### src/rtl/axi_lite_pkg.sv
// rtl/axi_lite_pkg.sv - state encoding, AXI protection default and strobe-width helper
package axi_lite_pkg;

    typedef logic [2:0] state_t;

    localparam state_t ST_IDLE    = 3'd0;
    localparam state_t ST_WR_REQ  = 3'd1;
    localparam state_t ST_WR_RESP = 3'd2;
    localparam state_t ST_RD_REQ  = 3'd3;
    localparam state_t ST_RD_DATA = 3'd4;
    localparam state_t ST_RSP     = 3'd5;

    localparam logic [2:0] AXI_PROT_DEFAULT = 3'b000;

    function automatic int unsigned strb_width(input int unsigned data_width);
        return data_width / 8;
    endfunction

endpackage

### src/rtl/axi_lite_watchdog.sv
// rtl/axi_lite_watchdog.sv - clearable, enabled up-counter that stops at LIMIT and flags it
module axi_lite_watchdog #(
    parameter int unsigned LIMIT = 1024
) (
    input  logic clk,
    input  logic reset,
    input  logic clear_i,
    input  logic enable_i,
    output logic tc_o
);

    localparam int unsigned CW = $clog2(LIMIT + 1);

    logic [CW-1:0] count_q;
    logic [CW-1:0] count_d;

    assign tc_o = (count_q == CW'(LIMIT));

    always_comb begin
        count_d = count_q;
        if (clear_i) begin
            count_d = '0;
        end else if (enable_i && !tc_o) begin
            count_d = count_q + 1'b1;
        end
    end

    always_ff @(posedge clk) begin
        if (reset) begin
            count_q <= '0;
        end else begin
            count_q <= count_d;
        end
    end

endmodule

### src/rtl/axi_lite_cmd_master.sv
// rtl/axi_lite_cmd_master.sv - single-outstanding AXI4-Lite initiator fed by a command/response stream
// Optional watchdog: AXI_LITE_CMD_MASTER_TIMEOUT_EN
module axi_lite_cmd_master
    import axi_lite_pkg::*;
#(
    parameter int unsigned ADDR_WIDTH     = 32,
    parameter int unsigned DATA_WIDTH     = 32,
    parameter int unsigned TIMEOUT_CYCLES = 1024
) (
    input  logic                                clk,
    input  logic                                reset,
    input  logic                                i_cmd_valid,
    output logic                                o_cmd_ready,
    input  logic                                i_cmd_write,
    input  logic [ADDR_WIDTH-1:0]               i_cmd_addr,
    input  logic [DATA_WIDTH-1:0]               i_cmd_wdata,
    input  logic [strb_width(DATA_WIDTH)-1:0]   i_cmd_wstrb,
    output logic                                o_rsp_valid,
    input  logic                                i_rsp_ready,
    output logic [DATA_WIDTH-1:0]               o_rsp_rdata,
    output logic                                o_rsp_err,
    output logic                                o_m_axi_awvalid,
    input  logic                                i_m_axi_awready,
    output logic [ADDR_WIDTH-1:0]               o_m_axi_awaddr,
    output logic [2:0]                          o_m_axi_awprot,
    output logic                                o_m_axi_wvalid,
    input  logic                                i_m_axi_wready,
    output logic [DATA_WIDTH-1:0]               o_m_axi_wdata,
    output logic [strb_width(DATA_WIDTH)-1:0]   o_m_axi_wstrb,
    input  logic                                i_m_axi_bvalid,
    output logic                                o_m_axi_bready,
    output logic                                o_m_axi_arvalid,
    input  logic                                i_m_axi_arready,
    output logic [ADDR_WIDTH-1:0]               o_m_axi_araddr,
    output logic [2:0]                          o_m_axi_arprot,
    input  logic                                i_m_axi_rvalid,
    output logic                                o_m_axi_rready,
    input  logic [DATA_WIDTH-1:0]               i_m_axi_rdata
);

    localparam int unsigned STRB_W = strb_width(DATA_WIDTH);

    state_t                  state_q, state_d;
    logic                    cmd_ready_q, cmd_ready_d;
    logic                    rsp_valid_q, rsp_valid_d;
    logic [DATA_WIDTH-1:0]   rdata_q, rdata_d;
    logic                    awvalid_q, awvalid_d;
    logic                    wvalid_q, wvalid_d;
    logic                    bready_q, bready_d;
    logic                    arvalid_q, arvalid_d;
    logic                    rready_q, rready_d;
    logic [ADDR_WIDTH-1:0]   awaddr_q, awaddr_d;
    logic [ADDR_WIDTH-1:0]   araddr_q, araddr_d;
    logic [DATA_WIDTH-1:0]   wdata_q, wdata_d;
    logic [STRB_W-1:0]       wstrb_q, wstrb_d;
    logic                    cmd_hs;
    logic                    bus_active;
    logic                    timeout;

    assign cmd_hs     = i_cmd_valid && cmd_ready_q;
    assign bus_active = (state_q == ST_WR_REQ) || (state_q == ST_WR_RESP) ||
                        (state_q == ST_RD_REQ) || (state_q == ST_RD_DATA);

`ifdef AXI_LITE_CMD_MASTER_TIMEOUT_EN
    logic wd_tc;
    logic err_q;

    axi_lite_watchdog #(
        .LIMIT (TIMEOUT_CYCLES)
    ) u_watchdog (
        .clk      (clk),
        .reset    (reset),
        .clear_i  (cmd_hs),
        .enable_i (bus_active),
        .tc_o     (wd_tc)
    );

    assign timeout = wd_tc && bus_active;

    // Only the timeout path sets the error; every accepted command starts clean.
    always_ff @(posedge clk) begin
        if (reset) begin
            err_q <= 1'b0;
        end else if (timeout) begin
            err_q <= 1'b1;
        end else if (cmd_hs) begin
            err_q <= 1'b0;
        end
    end

    assign o_rsp_err = err_q;
`else
    assign timeout   = 1'b0;
    assign o_rsp_err = 1'b0;
`endif

    // Every output is the registered image of the next state, so nothing combinational reaches a port.
    always_comb begin
        state_d     = state_q;
        cmd_ready_d = 1'b0;
        rsp_valid_d = rsp_valid_q;
        rdata_d     = rdata_q;
        awvalid_d   = awvalid_q;
        wvalid_d    = wvalid_q;
        bready_d    = 1'b0;
        arvalid_d   = arvalid_q;
        rready_d    = 1'b0;
        awaddr_d    = awaddr_q;
        araddr_d    = araddr_q;
        wdata_d     = wdata_q;
        wstrb_d     = wstrb_q;

        case (state_q)
            ST_IDLE: begin
                cmd_ready_d = 1'b1;
                if (cmd_hs) begin
                    cmd_ready_d = 1'b0;
                    if (i_cmd_write) begin
                        state_d   = ST_WR_REQ;
                        awvalid_d = 1'b1;
                        wvalid_d  = 1'b1;
                        awaddr_d  = i_cmd_addr;
                        wdata_d   = i_cmd_wdata;
                        wstrb_d   = i_cmd_wstrb;
                    end else begin
                        state_d   = ST_RD_REQ;
                        arvalid_d = 1'b1;
                        araddr_d  = i_cmd_addr;
                    end
                end
            end
            ST_WR_REQ: begin
                if (i_m_axi_awready) awvalid_d = 1'b0;
                if (i_m_axi_wready)  wvalid_d  = 1'b0;
                if (!awvalid_d && !wvalid_d) begin
                    state_d  = ST_WR_RESP;
                    bready_d = 1'b1;
                end
            end
            ST_WR_RESP: begin
                bready_d = 1'b1;
                if (i_m_axi_bvalid) begin
                    state_d     = ST_RSP;
                    bready_d    = 1'b0;
                    rsp_valid_d = 1'b1;
                    rdata_d     = '0;
                end
            end
            ST_RD_REQ: begin
                if (i_m_axi_arready) begin
                    state_d   = ST_RD_DATA;
                    arvalid_d = 1'b0;
                    rready_d  = 1'b1;
                end
            end
            ST_RD_DATA: begin
                rready_d = 1'b1;
                if (i_m_axi_rvalid) begin
                    state_d     = ST_RSP;
                    rready_d    = 1'b0;
                    rsp_valid_d = 1'b1;
                    rdata_d     = i_m_axi_rdata;
                end
            end
            ST_RSP: begin
                if (i_rsp_ready) begin
                    state_d     = ST_IDLE;
                    rsp_valid_d = 1'b0;
                    cmd_ready_d = 1'b1;
                end
            end
            default: begin
                state_d = ST_IDLE;
            end
        endcase

        // A timed-out transaction abandons the bus; a late slave response is never taken.
        if (timeout) begin
            state_d     = ST_RSP;
            awvalid_d   = 1'b0;
            wvalid_d    = 1'b0;
            arvalid_d   = 1'b0;
            bready_d    = 1'b0;
            rready_d    = 1'b0;
            rsp_valid_d = 1'b1;
            rdata_d     = '0;
        end
    end

    always_ff @(posedge clk) begin
        if (reset) begin
            state_q     <= ST_IDLE;
            cmd_ready_q <= 1'b0;
            rsp_valid_q <= 1'b0;
            rdata_q     <= '0;
            awvalid_q   <= 1'b0;
            wvalid_q    <= 1'b0;
            bready_q    <= 1'b0;
            arvalid_q   <= 1'b0;
            rready_q    <= 1'b0;
            awaddr_q    <= '0;
            araddr_q    <= '0;
            wdata_q     <= '0;
            wstrb_q     <= '0;
        end else begin
            state_q     <= state_d;
            cmd_ready_q <= cmd_ready_d;
            rsp_valid_q <= rsp_valid_d;
            rdata_q     <= rdata_d;
            awvalid_q   <= awvalid_d;
            wvalid_q    <= wvalid_d;
            bready_q    <= bready_d;
            arvalid_q   <= arvalid_d;
            rready_q    <= rready_d;
            awaddr_q    <= awaddr_d;
            araddr_q    <= araddr_d;
            wdata_q     <= wdata_d;
            wstrb_q     <= wstrb_d;
        end
    end

    assign o_cmd_ready     = cmd_ready_q;
    assign o_rsp_valid     = rsp_valid_q;
    assign o_rsp_rdata     = rdata_q;
    assign o_m_axi_awvalid = awvalid_q;
    assign o_m_axi_awaddr  = awaddr_q;
    assign o_m_axi_awprot  = AXI_PROT_DEFAULT;
    assign o_m_axi_wvalid  = wvalid_q;
    assign o_m_axi_wdata   = wdata_q;
    assign o_m_axi_wstrb   = wstrb_q;
    assign o_m_axi_bready  = bready_q;
    assign o_m_axi_arvalid = arvalid_q;
    assign o_m_axi_araddr  = araddr_q;
    assign o_m_axi_arprot  = AXI_PROT_DEFAULT;
    assign o_m_axi_rready  = rready_q;

endmodule
### config.mk
export PLATFORM = sky130hd
export DESIGN_NAME = axi_lite_cmd_master
export DESIGN_NICKNAME = d
export VERILOG_FILES = /design/src/rtl/axi_lite_pkg.sv /design/src/rtl/axi_lite_watchdog.sv /design/src/rtl/axi_lite_cmd_master.sv
export SDC_FILE = /design/constraint.sdc
export NUM_CORES = 1
export LEC_CHECK = 0
export BUFFER_PORTS_ARGS = -buffer_cell sky130_fd_sc_hd__buf_2
export CORE_UTILIZATION = 50
export DETAILED_ROUTE_END_ITERATION = 6
export HOLD_SLACK_MARGIN = 0.08
export PLACE_DENSITY = 0.88
export SYNTH_ARGS = -nofsm -noshare
export SYNTH_HDL_FRONTEND = slang
export SYNTH_SLANG_ARGS = --single-unit
### constraint.sdc
create_clock -name clk -period 2.9 [get_ports clk]
set_input_delay 0 -clock clk [delete_from_list [all_inputs] [get_ports clk]]
set_output_delay 0 -clock clk [all_outputs]
set_load 0.005 [all_outputs]
==> reports/qor.log, run 1 <==
qor: layout.nets 1,101
qor: sta.timing.fmax 368.4 MHz
qor: global_routing.grt_antenna_before_repair 0
qor: layout.layout.cells.most_common sky130_fd_sc_hd__buf_2
qor: sta.final_period_demand_of_the_worst_path 2.714 ns
qor: setup_path.worst-r2r-cell-count 5
qor: sta.drv_slew 0
qor: sta.timing.clock.skew 0.009685 ns
qor: setup_path.timing.critical_path.to_type flip-flop
qor: die.fp.dieArea 11,560 um^2
qor: global_routing.wire_length_of_the_first_global_routing_pass 28.61 mm
qor: power_and_ir_drop.power.ir.vdd_worst 0.4503 mV
qor: layout.num_antenna_cells 0
qor: cts.cts_max_path_buffers 2
qor: cts.cts_root_buffer sky130_fd_sc_hd__clkbuf_8
qor: sta.maxSlewHeadroom 0.2439
qor: die.dieHeight 107.5 um
qor: route.drt.antenna.violating_nets 0
qor: cts.h-tree-depth 4
qor: setup_path.crit_type flip-flop to flip-flop
qor: synthesis.post_synth_and_or_nand_nor_area_fraction 0.2518
qor: power_and_ir_drop.power.static_leakage 3.648 nW
qor: cts.insertion_delay_of_the_later_clocked_pin_in_the_worst_skew_pair 0.51 ns
qor: setup_path.cp_slowest_cell sky130_fd_sc_hd__o2111ai_4
qor: die.rows 38
qor: die.core_area 10,840 um^2
qor: route.detail_route.first_pass.iterations 5
qor: cts.cts_tree done
qor: synthesis.share_of_the_synthesized_area_in_compound_gates_ao_oa_aoi_oai 0.1677
qor: placement.place_congestion 0.7737
qor: sta.setup_viol 0
qor: placement.numPlacedInstances 993
qor: placement.detailed_place_hpwl 9.530 mm
qor: synthesis.synthAdderAreaFrac 0
qor: cts.clk_pin_slew_worst_paths 0.06 ns
qor: synthesis.synth_area 5565 um^2
qor: sta.hold_viol_final 0
qor: route.route.vias.total 6,003
qor: min_path.worstHoldPathType primary input to flip-flop
qor: synthesis.yosysSeqAreaShare 0.5108
qor: synthesis.synth.avg_cell_area 8.562 um^2
qor: setup_path.cp.required 3.34 ns
qor: cts.post_cts_buffers 0
qor: global_routing.global_route_usage_over_all_layers 0.3172
qor: setup_path.buffers_plus_inverters_on_the_worst_setup_path 1
qor: setup_path.critPathMaxStageDelay 0.93 ns
qor: synthesis.post_synthesis_cells 650
qor: min_path.hold_path_depth 5
qor: layout.area.growth.synth_to_final 53.75%
qor: synthesis.synth_top_family_by_area simple AND/OR/NAND/NOR gates
qor: cts.cts_made_buffers 17
qor: synthesis.yosys_warnings 0
qor: synthesis.post_synth_mux_area_share 0.003822
qor: min_path.hold_end state_q[0]
qor: cts.clk_sinks 142
qor: setup_path.critical_path.reg2reg.startpoint state_q[1]
qor: global_routing.grt_overflow_total 0
qor: sta.timing.setup.tns 0 ns
qor: route.dr.first_iter.drc_count 422
qor: status.run_status completed
qor: die.pin_count 256
qor: placement.buffers_on_ports 248
qor: setup_path.ff2ff_setup_slack 0.19 ns
qor: layout.drive_gt1_frac 0.3713
qor: min_path.holdCritStartpoint i_m_axi_rvalid
qor: synthesis.synth.ff_latch_count 142
qor: setup_path.critical_path.startpoint_type flip-flop
qor: setup_path.critPathMaxFanout 32
qor: route.routed_wire_length_per_instance 16.14 um
qor: layout.final_cell_count_no_fill 1,142
qor: die.floorplan.die.width 107.5 um
qor: setup_path.crit_path_cells nand2b_1 > o2111ai_4 > nand2_1 > a21oi_2 > dlygate4sd3_1
qor: sta.final.period_utilization 0.9360
qor: layout.mostFrequentLayoutCells sky130_fd_sc_hd__buf_2 (247), sky130_fd_sc_hd__nand2_1 (215), sky130_fd_sc_hd__dfxtp_1 (142), sky130_fd_sc_hd__dlygate4sd3_1 (119), sky130_fd_sc_hd__a21oi_1 (105)
qor: route.drc_errors 0
qor: setup_path.worstReg2RegEnd o_rsp_rdata[9]
qor: setup_path.cp_top_family compound AO/OA/AOI/OAI gates
qor: cts.ctsResizeCount 0
qor: die.initial_utilization 0.5134
qor: global_routing.maximum_number_of_pins_on_one_net_before_global_route_repair 71
qor: flow_run.maxCapViolCount 0
qor: setup_path.critical_path_arrival 3.16 ns
qor: synthesis.post_synth_num_cell_types 46
qor: power_and_ir_drop.power-per-cell-area 660.8 nW/um^2
qor: sta.rsz0062_at_grt no
qor: global_routing.number_of_global_route_vias_before_repair 6,012
qor: synthesis.synth_xor_xnor_area_share 0.001574
qor: sta.worstMarginPinSlew 1.134 ns
qor: route.route.final.wire_length 18.43 mm
qor: route.drt-vias-per-instance 5.257
-- through the flow --
| stage | hold WS, ns | worst slack (ns) | power [mW] | util | instance area [um^2] |
|---|---|---|---|---|---|
| 2_1_floorplan | 0.1152 | 1.230 | 3.101 | - | 5588 |
| 3_3_place_gp | 0.2411 | 0.8596 | 3.311 | 0.6251 | 6777 |
| 3_5_place_dp | 0.2465 | 0.8183 | 3.331 | 0.6251 | 6777 |
| 4_1_cts | 0.2125 | 0.2861 | 5.626 | 0.7894 | 8557 |
| 5_1_grt | 0.2256 | 0.06034 | 5.891 | 0.7894 | 8557 |
| 6_report | 0.2420 | 0.1857 | 5.655 | 0.7894 | 8557 |
-- cell type report --
type / instances / area (um^2)
multi-input combinational: 451 / 2402
inverter: 4 / 15.01
sequential: 142 / 2843
clock buffer: 19 / 421.7
fill: 627 / 2283
clock inverter: 11 / 167.7
tap: 140 / 175.2
timing repair buffer: 375 / 2532
-- worst max-delay path by stage --
stage | from | to | cells past startpoint
global placement | state_q[0] | o_rsp_rdata[12] | 4
CTS | state_q[1] | o_rsp_rdata[9] | 5
global route | state_q[1] | o_rsp_rdata[9] | 5
floorplan | state_q[1] | state_q[1] | 5
finish | state_q[1] | o_rsp_rdata[9] | 5
detailed placement | state_q[0] | o_rsp_valid | 5
-- cells in the mapped netlist, drive strengths merged --
cell type	number	share of area
mux2	1	0.0020
nand3	33	0.057
a211o	2	0.0031
or4	1	0.0013
and2	2	0.0022
a311oi	1	0.0016
a31oi	1	0.0011
and4	1	0.0016
nand4b	1	0.0016
o2111a	1	0.0022
dfxtp	142	0.51
o31a	2	0.0031
or4b	1	0.0025
a21oi	135	0.14
inv	4	0.0027
mux2i	1	0.0018
nand3b	3	0.0040
buf	29	0.041
nor2	5	0.0034
nor4	1	0.0022
nor2b	1	0.0011
or2	1	0.0011
xor2	1	0.0016
a21o	1	0.0013
a22oi	1	0.0013
nand2	235	0.17
nand4	1	0.0011
o21ai	2	0.0018
o2111ai	2	0.0074
a211oi	1	0.0013
nand2b	2	0.0022
nor3b	1	0.0013
nor3	2	0.0018
conb	1	0.00067
clkbuf	30	0.020
o41ai	1	0.0016
-- tightest hold or removal path, cell delays in order --
cell                        delay, ns
sky130_fd_sc_hd__buf_2           0.09
sky130_fd_sc_hd__or4b_4          0.15
sky130_fd_sc_hd__o31a_1          0.15
sky130_fd_sc_hd__o2111ai_2       0.15
sky130_fd_sc_hd__mux2i_1         0.15
-- flip-flops by register name (all words and copies together), names as in the netlist --
| signal | count |
|---|---|
| o_m_axi_araddr | 32 |
| o_m_axi_awvalid | 1 |
| o_m_axi_wstrb | 4 |
| o_m_axi_wvalid | 1 |
| o_cmd_ready | 1 |
| o_m_axi_bready | 1 |
| o_rsp_rdata | 32 |
| o_rsp_valid | 1 |
| o_m_axi_rready | 1 |
| o_m_axi_arvalid | 1 |
| o_m_axi_awaddr | 32 |
| state_q | 3 |
| o_m_axi_wdata | 32 |
-- what timing repair did --
item,4_1_cts,5_1_grt
hold buffers,119,0
endpoints found under the hold margin,142,0
endpoints found under the setup margin,0,0
-- per-layer routing --
layer	GRT usage	vias to the layer above	wire [um]
li1	-	2805	-
met1	0.3319	2759	6745
met2	0.5531	369	9373
met3	0.1053	70	1555
met4	0.1830	0	759
met5	0	-	0
-- power breakdown --
| group | internal [mW] | total [mW] | switching [mW] |
|---|---|---|---|
| logic | 0.470 | 1.23 | 0.757 |
| registers | 2.10 | 2.24 | 0.137 |
| clock network | 1.39 | 2.19 | 0.803 |
-- cell families (layout without fill, tap and decap cells) --
group	Yosys count	after routing
simple gates	291	291
compound gates	150	150
flops	142	142
buf+inv	63	409
mux	2	2
other cells	1	7
xor+xnor	1	1
Note: power is estimated with default switching activity, not from simulation.
==> run 2: changes to the inputs <==
--- a/config.mk
+++ b/config.mk
@@ -6,10 +6,13 @@
 export NUM_CORES = 1
 export LEC_CHECK = 0
 export BUFFER_PORTS_ARGS = -buffer_cell sky130_fd_sc_hd__buf_2
-export CORE_UTILIZATION = 50
+export CAP_MARGIN = 20
+export CELL_PAD_IN_SITES_DETAIL_PLACEMENT = 0
+export CELL_PAD_IN_SITES_GLOBAL_PLACEMENT = 1
+export CORE_UTILIZATION = 36
 export DETAILED_ROUTE_END_ITERATION = 6
 export HOLD_SLACK_MARGIN = 0.08
-export PLACE_DENSITY = 0.88
+export PLACE_DENSITY = 0.89
 export SYNTH_ARGS = -nofsm -noshare
 export SYNTH_HDL_FRONTEND = slang
 export SYNTH_SLANG_ARGS = --single-unit
==> reports/qor.log, run 2 (synthesis gave the netlist of run 1 again) <==
qor: status.run_status completed
qor: setup_path.critical_path.startpoint_type flip-flop
qor: sta.drv_slew 0 [unchanged]
qor: setup_path.ff2ff_setup_slack 0.29 ns [+0.10 ns]
qor: setup_path.critical_path.reg2reg.startpoint state_q[1]
qor: global_routing.wire_length_of_the_first_global_routing_pass 26.65 mm [-6.8%]
qor: layout.n_fill_cell 1,345 [+110%]
qor: power_and_ir_drop.power-per-cell-area 673.4 nW/um^2 [+1.9%]
qor: setup_path.critical_path_arrival 2.97 ns [-0.19 ns]
qor: sta.timing.clock.skew 0.007263 ns [-0.002421 ns]
qor: setup_path.cp_slowest_cell sky130_fd_sc_hd__o2111a_2
qor: setup_path.cp_top_family compound AO/OA/AOI/OAI gates
qor: placement.place_congestion 0.7339 [-5.1%]
qor: route.drc_errors 0 [unchanged]
qor: layout.final_cell_count_no_fill 1,194 [+4.6%]
qor: cts.cts_max_path_buffers 2 [unchanged]
qor: flow_run.maxCapViolCount 0 [unchanged]
qor: cts.clk_sinks 142 [unchanged]
qor: layout.area.growth.synth_to_final 56.21%
qor: placement.place_ws 0.6873 ns [-0.1310 ns]
qor: setup_path.cp_depth 5 [unchanged]
qor: placement.numPlacedInstances 1,044 [+5.1%]
qor: setup_path.worst-r2r-cell-count 5 [unchanged]
qor: cts.post_cts_buffers 0 [unchanged]
qor: setup_path.critPathMaxFanout 17 [-47%]
qor: sta.worst_setup_slack_final 0.2904 ns [+0.1047 ns]
qor: setup_path.buffers_plus_inverters_on_the_worst_setup_path 1 [unchanged]
qor: setup_path.timing.critical_path.from state_q[1]
qor: setup_path.cp.required 3.26 ns [-0.08 ns]
qor: route.route.vias.total 5,646 [-5.9%]
qor: power_and_ir_drop.power.static_leakage 3.682 nW [+0.93%]
qor: sta.maxSlewHeadroom 0.3541 [+0.1102]
qor: placement.buffers_on_ports 248 [unchanged]
qor: layout.mostFrequentLayoutCells sky130_fd_sc_hd__buf_2 (247), sky130_fd_sc_hd__nand2_1 (215), sky130_fd_sc_hd__dfxtp_1 (142), sky130_fd_sc_hd__dlygate4sd3_1 (117), sky130_fd_sc_hd__a21oi_1 (105)
qor: layout.nets 1,103 [+0.18%]
qor: cts.h-tree-depth 4 [unchanged]
qor: cts.clk_pin_slew_worst_paths 0.06 ns [about the same]
qor: layout.layout.cells.most_common sky130_fd_sc_hd__buf_2
qor: power_and_ir_drop.power.ir.vdd_worst 0.4181 mV [-7.2%]
qor: route.drt.antenna.violating_nets 0 [unchanged]
qor: die.floorplan.die.width 126.3 um [+18%]
qor: die.fp.dieArea 15,960 um^2 [+38%]
qor: global_routing.number_of_global_route_vias_before_repair 5,395 [-10%]
qor: setup_path.timing.critical_path.to_type flip-flop
qor: layout.num_antenna_cells 0 [unchanged]
qor: die.rows 45 [+18%]
qor: sta.timing.setup.tns 0 ns [unchanged]
qor: sta.worstMarginPinSlew 0.9689 ns [-0.1648 ns]
qor: cts.ctsResizeCount 0 [unchanged]
qor: cts.cts_tree done
qor: cts.cts_root_buffer sky130_fd_sc_hd__clkbuf_16
qor: sta.hold_viol_final 0 [unchanged]
qor: route.detail_route.first_pass.iterations 4 [-1]
qor: cts.insertion_delay_of_the_later_clocked_pin_in_the_worst_skew_pair 0.42 ns [-0.09 ns]
qor: global_routing.global_route_usage_over_all_layers 0.2116 [-0.1056]
qor: sta.final_period_demand_of_the_worst_path 2.610 ns [-0.1047 ns]
qor: route.dr.first_iter.drc_count 268 [-36%]
qor: global_routing.maximum_number_of_pins_on_one_net_before_global_route_repair 72 [+1.4%]
qor: global_routing.grt_overflow_total 0 [unchanged]
qor: route.routed_wire_length_per_instance 14.49 um [-10%]
qor: global_routing.grt_antenna_before_repair 0 [unchanged]
qor: setup_path.critPathMaxStageDelay 0.66 ns [-0.27 ns]
qor: die.pin_count 256 [unchanged]
qor: die.initial_utilization 0.3675 [-0.1459]
qor: route.route.final.wire_length 17.31 mm [-6.1%]
qor: min_path.worstHoldPathType primary input to flip-flop
qor: placement.postPlaceCellArea 6872 um^2 [+1.4%]
qor: cts.cts_made_buffers 17 [unchanged]
qor: sta.timing.fmax 383.2 MHz [+4.0%]
qor: setup_path.worstReg2RegEnd o_rsp_rdata[5]
qor: route.drt-vias-per-instance 4.729 [-10%]
qor: setup_path.crit_end o_rsp_rdata[5]
qor: sta.rsz0062_at_grt no
qor: setup_path.crit_path_cells xor2_1 > o2111a_2 > nand3_2 > a21oi_2 > dlygate4sd3_1
qor: setup_path.crit_type flip-flop to flip-flop
qor: die.dieHeight 126.3 um [+18%]
qor: sta.setup_viol 0 [unchanged]
qor: layout.drive_gt1_frac 0.3767 [+0.005482]
qor: sta.final.period_utilization 0.8999 [-0.03611]
qor: die.core_area 15,150 um^2 [+40%]
qor: placement.detailed_place_hpwl 9.979 mm [+4.7%]
qor: layout.stdcell_area 8693 um^2 [+1.6%]
[run 2: changes by cell type in the layout (fill, tap and decap cells not counted), moves of 2 or more]
cell,delta
sky130_fd_sc_hd__clkbuf_1,-2
sky130_fd_sc_hd__dlygate4sd3_1,-2
sky130_fd_sc_hd__clkinvlp_4,+2
sky130_fd_sc_hd__buf_4,+2
[run 2: cell type report]
class,instances,area (um^2),area share
clock buffer,19,452.9,0.05210
timing repair buffer,376,2547,0.2930
tap,188,235.2,0.02706
multi-input combinational,452,2414,0.2776
clock inverter,13,186.4,0.02145
inverter,4,15.01,0.001727
sequential,142,2843,0.3270
[run 2: power by group]
group,internal [mW],switching [mW]
Clock,1.49,0.855
Combinational,0.508,0.815
Sequential,2.10,0.0886
[run 2: worst min-delay path by stage]
| stage | from | to | slack (ns) | cells after the start |
|---|---|---|---|---|
| finish | i_cmd_write | state_q[1] | 0.14 | 3 |
| global placement | i_cmd_wdata[15] | o_m_axi_wdata[15] | 0.24 | 3 |
| CTS | i_cmd_write | state_q[1] | 0.11 | 3 |
| detailed placement | i_cmd_wdata[10] | o_m_axi_wdata[10] | 0.25 | 3 |
| global route | i_cmd_write | o_m_axi_wdata[31] | 0.16 | 4 |
| floorplan | i_rsp_ready | o_rsp_valid | 0.12 | 1 |
[run 2: stage by stage]
step / hold slack (ns) / total power, mW / util
after floorplan: 0.1152 / 3.101 / -
after global placement: 0.2416 / 3.355 / 0.4524
after detailed placement: 0.2471 / 3.397 / 0.4537
after CTS: 0.1077 / 5.868 / 0.5732
after global routing: 0.1607 / 6.131 / 0.5740
final: 0.1408 / 5.854 / 0.5740
[run 2: repair_timing]
action / 4_1_cts / 5_1_grt
setup endpoints to repair: 0 / 3
hold buffers: 117 / 0
endpoints found under the hold margin: 141 / 0
[run 2: worst min-delay path: cells and delay by family]
kind | cells | cell delay, ns
AOI/OAI and AO/OA | 1 | 0.24
muxes | 1 | 0.15
buffers and inverters | 1 | 0.14
[run 2: routing by layer]
metal,wire (um),vias to the layer above,track usage
li1,-,2820,-
met3,1022,29,0.05525
met1,7274,2602,0.2467
met4,333,0,0.09355
met5,0,-,0
met2,8676,195,0.3653
